### src/rtl/counter_seq_ctrl.sv
// ---------------------------------------------------------------------------
// counter_seq_ctrl
//   Command-driven sequencer around a WIDTH-bit up-counter. A host starts,
//   pauses, resumes or aborts the count through a valid/ready command port.
//   The block flags terminal count with a one-cycle done pulse and flags
//   commands that are illegal in the current state with a one-cycle err pulse.
//
// Parameters
//   WIDTH     count/limit width in bits
//   PRESCALE  clk cycles per increment (>=1)
//
// Ports
//   clk         in   rising-edge clock
//   reset       in   asynchronous, active-high reset
//   cmd_valid   in   command present
//   cmd_ready   out  command can be accepted (low only in DONE)
//   cmd_op      in   0=START 1=PAUSE 2=RESUME 3=ABORT
//   cmd_limit   in   terminal value, sampled on accepted START
//   cmd_reload  in   auto-reload mode, sampled on accepted START
//   value       out  current count (registered)
//   busy        out  high in RUN or PAUSE
//   done        out  one-cycle terminal-count pulse
//   err         out  one-cycle illegal-command pulse
//   irq         out  sticky terminal-count flag  (COUNTER_SEQ_IRQ_EN only)
//   irq_clr     in   clears irq                  (COUNTER_SEQ_IRQ_EN only)
//
// Configuration
//   COUNTER_SEQ_IRQ_EN : when defined, adds the irq/irq_clr ports.
// ---------------------------------------------------------------------------
module counter_seq_ctrl #(
  parameter int WIDTH    = 8,
  parameter int PRESCALE = 1
) (
  input  logic             clk,
  input  logic             reset,
  input  logic             cmd_valid,
  output logic             cmd_ready,
  input  logic [1:0]       cmd_op,
  input  logic [WIDTH-1:0] cmd_limit,
  input  logic             cmd_reload,
  output logic [WIDTH-1:0] value,
  output logic             busy,
  output logic             done,
  output logic             err
`ifdef COUNTER_SEQ_IRQ_EN
  ,
  output logic             irq,
  input  logic             irq_clr
`endif
);

  typedef enum logic [1:0] {
    S_IDLE  = 2'd0,
    S_RUN   = 2'd1,
    S_PAUSE = 2'd2,
    S_DONE  = 2'd3
  } state_t;

  localparam logic [1:0] OP_START  = 2'd0;
  localparam logic [1:0] OP_PAUSE  = 2'd1;
  localparam logic [1:0] OP_RESUME = 2'd2;
  localparam logic [1:0] OP_ABORT  = 2'd3;

  // Prescaler needs at least one bit even when PRESCALE=1.
  localparam int              PW   = (PRESCALE > 1) ? $clog2(PRESCALE) : 1;
  localparam logic [PW-1:0]   PMAX = PW'(PRESCALE - 1);

  state_t           r_state;
  logic [WIDTH-1:0] r_value;
  logic [PW-1:0]    r_presc;
  logic [WIDTH-1:0] r_limit;
  logic             r_reload;
  logic             r_busy;
  logic             r_done;
  logic             r_err;

  state_t           w_state_nxt;
  logic [WIDTH-1:0] w_value_nxt;
  logic [PW-1:0]    w_presc_nxt;
  logic             w_latch;
  logic             w_done_nxt;
  logic             w_err_nxt;
  logic             w_hold;
  logic             w_accept;
  logic             w_strobe;

  assign w_accept = cmd_valid && (r_state != S_DONE);
  assign w_strobe = (r_state == S_RUN) && (r_presc == PMAX);

  always_comb begin
    w_state_nxt = r_state;
    w_value_nxt = r_value;
    w_presc_nxt = r_presc;
    w_latch     = 1'b0;
    w_done_nxt  = 1'b0;
    w_err_nxt   = 1'b0;
    w_hold      = 1'b0;

    case (r_state)
      S_IDLE: begin
        if (w_accept) begin
          case (cmd_op)
            OP_START: begin
              w_state_nxt = S_RUN;
              w_value_nxt = '0;
              w_presc_nxt = '0;
              w_latch     = 1'b1;
            end
            OP_ABORT: w_value_nxt = '0;
            default:  w_err_nxt   = 1'b1;
          endcase
        end
      end

      S_RUN: begin
        // The prescaler runs on every RUN cycle; an accepted PAUSE/ABORT
        // only blocks the value/done effect of a coinciding strobe.
        w_presc_nxt = w_strobe ? '0 : r_presc + PW'(1);
        if (w_accept) begin
          case (cmd_op)
            OP_PAUSE: begin
              w_state_nxt = S_PAUSE;
              w_hold      = 1'b1;
            end
            OP_ABORT: begin
              w_state_nxt = S_IDLE;
              w_value_nxt = '0;
              w_presc_nxt = '0;
              w_hold      = 1'b1;
            end
            default: w_err_nxt = 1'b1;
          endcase
        end
        if (w_strobe && !w_hold) begin
          if (r_value == r_limit) begin
            w_done_nxt = 1'b1;
            if (r_reload) w_value_nxt = '0;
            else          w_state_nxt = S_DONE;
          end else begin
            w_value_nxt = r_value + WIDTH'(1);
          end
        end
      end

      S_PAUSE: begin
        if (w_accept) begin
          case (cmd_op)
            OP_RESUME: w_state_nxt = S_RUN;
            OP_ABORT: begin
              w_state_nxt = S_IDLE;
              w_value_nxt = '0;
              w_presc_nxt = '0;
            end
            default: w_err_nxt = 1'b1;
          endcase
        end
      end

      S_DONE: w_state_nxt = S_IDLE;

      default: w_state_nxt = S_IDLE;
    endcase
  end

  always_ff @(posedge clk or posedge reset) begin
    if (reset) begin
      r_state  <= S_IDLE;
      r_value  <= '0;
      r_presc  <= '0;
      r_limit  <= '0;
      r_reload <= 1'b0;
      r_busy   <= 1'b0;
      r_done   <= 1'b0;
      r_err    <= 1'b0;
    end else begin
      r_state <= w_state_nxt;
      r_value <= w_value_nxt;
      r_presc <= w_presc_nxt;
      if (w_latch) begin
        r_limit  <= cmd_limit;
        r_reload <= cmd_reload;
      end
      r_busy <= (w_state_nxt == S_RUN) || (w_state_nxt == S_PAUSE);
      r_done <= w_done_nxt;
      r_err  <= w_err_nxt;
    end
  end

  assign cmd_ready = (r_state != S_DONE);
  assign value     = r_value;
  assign busy      = r_busy;
  assign done      = r_done;
  assign err       = r_err;

`ifdef COUNTER_SEQ_IRQ_EN
  logic r_irq;

  // A new terminal count takes priority over a clear on the same edge.
  always_ff @(posedge clk or posedge reset) begin
    if (reset)           r_irq <= 1'b0;
    else if (w_done_nxt) r_irq <= 1'b1;
    else if (irq_clr)    r_irq <= 1'b0;
  end

  assign irq = r_irq;
`endif

endmodule

### config.mk
export PLATFORM = sky130hd
export DESIGN_NAME = counter_seq_ctrl
export DESIGN_NICKNAME = d
export VERILOG_FILES = /design/src/rtl/counter_seq_ctrl.sv
export SDC_FILE = /design/constraint.sdc
export NUM_CORES = 1
export LEC_CHECK = 0
export CAP_MARGIN = 25
export CORE_ASPECT_RATIO = 1.2
export CORE_MARGIN = 5
export CORE_UTILIZATION = 40
export CTS_CLUSTER_DIAMETER = 150
export DETAILED_ROUTE_END_ITERATION = 16
export GPL_ROUTABILITY_DRIVEN = 1
export PLACE_DENSITY = 0.62
export SLEW_MARGIN = 20
export SYNTH_ARGS = -nofsm -noshare
export SYNTH_HDL_FRONTEND = slang
export SYNTH_SLANG_ARGS = --single-unit
### constraint.sdc
create_clock -name clk -period 1.88 [get_ports clk]
set_clock_uncertainty 0.15 [all_clocks]
set_input_delay 0.376 -clock clk [delete_from_list [all_inputs] [get_ports clk]]
set_output_delay 0.376 -clock clk [all_outputs]
set_load 0.1 [all_outputs]
==> flow_metrics.tcl <==
set metrics [dict create \
    status "finished with violations" \
    violations "negative setup slack" \
    async_flop_share_pct 100 \
    synth_top_cell_by_area "dfrtp_1" \
    wirelength_mm 4.52 \
    rows 24 \
    power.density_nw_per_um2 1380 \
    path_clk_slew_ps 80 \
    cp.required_ps 1870 \
    ir_drop_v 0.00149 \
    grt_setup_unrepaired "yes" \
    p_clk_share_pct 8.1 \
    grt_start_max_net_pins 24 \
    slew_headroom_pct 76.7 \
    drv_slew 0 \
    synth.distinct_cells 44 \
    fmax_mhz 505 \
    cp_data_arrival_time_ps 1970 \
    final_nets 254 \
    drtAntennaViolNets 0 \
    dp_cells 270 \
    initial_utilization_pct 42.0 \
    clk_root_buffer_cell "clkbuf_8" \
    total_power_mw 3.79 \
    critPathLaunchType "flop" \
    worstSetupPathType "reg -> reg" \
    fin_setup_tns_ps -226 \
    cts_buffer_depth 2 \
    crit_path_max_fanout 7 \
    max-cap-violations 0 \
    hold_buffers 0 \
    ys.flop_type "dfrtp_1" \
    p_comb_share_pct 68.9 \
    intPower_mw 2.12 \
    worst-r2r-cell-count 6 \
    p_leak_nw 1.14 \
    dp_hpwl_mm 3.34 \
    cts_tree "yes" \
    synth-seq-cells 23 \
    p_sw_mw 1.68 \
    final_cell_mix "buf_4, nand2_1, dfrtp_1" \
    hold_violations 0 \
    grt_pass1_wl_mm 7.60 \
    p_seq_share_pct 23.0 \
    synth_edf_count 0 \
    area_growth_pct 77.4 \
    vias_per_cell 5.36 \
    grt_pass1_vias 1585 \
    cts_buffers 3 \
    clk_latency_ps 260 \
    place.port_buffers 25 \
    clkSinkCount 23 \
    overflow 0 \
    reg2reg_slack_ps -100 \
    layout_commonest_cell "buf_4" \
    drtIter0Drc 53 \
    io_pins 26 \
    seq_area_frac_synth_pct 37.1 \
    setup_viol 4 \
    timing.final.crit_period_ps 1980 \
    post_drt_wl_per_cell_um 16.0 \
    yosys.area.top_type_share_pct 37.1 \
    chipWidth_um 66.8 \
    grt_antenna_before_repair 0 \
    syn-mean-instance-area_um2 10.0 \
    syn-num-nets 178 \
    dr_total_vias 1511 \
    fin_crit_sh_pct 105 \
    tightestPinTransition_ps 349 \
    coreArea_um2 3690 \
    num_antenna_cells 0 \
    r2r_end "value[6]" \
    post-place-ws_ps -642 \
    die_area_um2 5230 \
    fin_ws_ps -98.4 \
    grt_util_all_layers_pct 18.9 \
    syn_inst 155 \
    end_kind "flop" \
    first_pass_iters 4 \
    h-tree-depth 1 \
    drive_gt1_share_pct 57.8 \
    routabilityCongestion 0.947 \
    min_path_type "in -> async" \
    syn_area_um2 1550 \
    yosysWarnings 0 \
    final_cells 282 \
    die_y_um 78.2 \
    route.detailed.drc 0 \
    netlist_top_cells_area "dfrtp_1, ha_1, mux2_2" \
    swShare_pct 44.2 \
    r2r-start "value[6]" \
]
==> flip-flops by register name (all words and copies together), names as in the netlist <==
signal	flops
busy	1
r_reload	1
done	1
r_state	2
value	8
err	1
r_presc	1
r_limit	8
==> worst max-delay path: stages, from the launching register on <==
cell      delay [ps]
dfrtp_4          500
xnor2_2          150
nand4_2          190
buf_6            170
o21a_4           240
a221oi_1         310
o22ai_1          140
==> layer usage <==
| layer | GRT usage (%) | vias to the layer above | wire length, um |
|---|---|---|---|
| li1 | - | 713 | - |
| met1 | 20.9 | 742 | 1690 |
| met2 | 34.9 | 44 | 2540 |
| met3 | 2.86 | 12 | 170 |
| met4 | 7.72 | 0 | 116 |
| met5 | 0 | - | 0 |
==> final cells by class <==
type                    instances  area, um2
flip-flops and latches         23        608
fillers                       257        943
multi-input cells             117       1220
well taps                      52       65.1
clock buffers                   3       41.3
clock inverters                 1       5.00
inverters                      13       52.6
repair buffers                 73        757
==> synthesized netlist by cell type (all sizes together) (2+ instances only) <==
master   n
a211oi   2
a21oi    4
a221oi   5
a311o    2
dfrtp   23
ha       9
inv     13
mux2     9
mux2i    2
nand2   21
nand2b   2
nand3    2
nand3b   4
nand4    3
nor2     7
nor2b    3
nor3     3
o211ai   3
o21a     2
o21ai    8
o22ai    3
or2      2
or3      3
xnor2    8
==> cell families (layout without fill, tap and decap cells) <==
kind of cell	Yosys count	count (layout)	synth area share, %
simple gates	52	52	20.0
compound gates	36	36	18.8
flops	23	23	37.1
buf+inv	15	90	3.87
mux	11	11	7.83
fa+ha+maj	9	9	7.26
xor+xnor	9	9	5.09
==> repair_timing <==
action,in CTS,in global routing
buffers inserted,6,2
gates resized for setup,45,15
setup endpoints to repair,11,10
pin swaps,23,16
==> worst max-delay path by stage <==
stage                    start  endpoint  slack (ps)  cells past startpoint
finish                value[6]  value[6]        -100                      6
global route          value[4]  value[6]        -180                      6
CTS                   value[0]  value[5]         -30                      6
detailed placement   cmd_op[1]  value[4]        -640                      8
global placement     cmd_op[0]      busy        -570                      8
floorplan           r_state[1]      busy        -130                      5
==> per-stage QoR <==
step	cell area, um2	hold slack (ps)	utilization, %
finish	2750	293	74.5
global route	2750	330	74.5
CTS	2670	304	72.3
detailed placement	2370	348	64.1
global placement	2370	350	64.1
floorplan	1640	228	-
==> power by group through the flow <==
stage	clock, mW	combinational [mW]	sequential, mW
after floorplan	0	1.05	1.06
after global placement	0	2.04	0.831
after detailed placement	0	2.07	0.843
after CTS	0.314	2.47	0.865
after global routing	0.338	2.80	0.896
final	0.307	2.61	0.870
(Power assumes the default switching activity.)
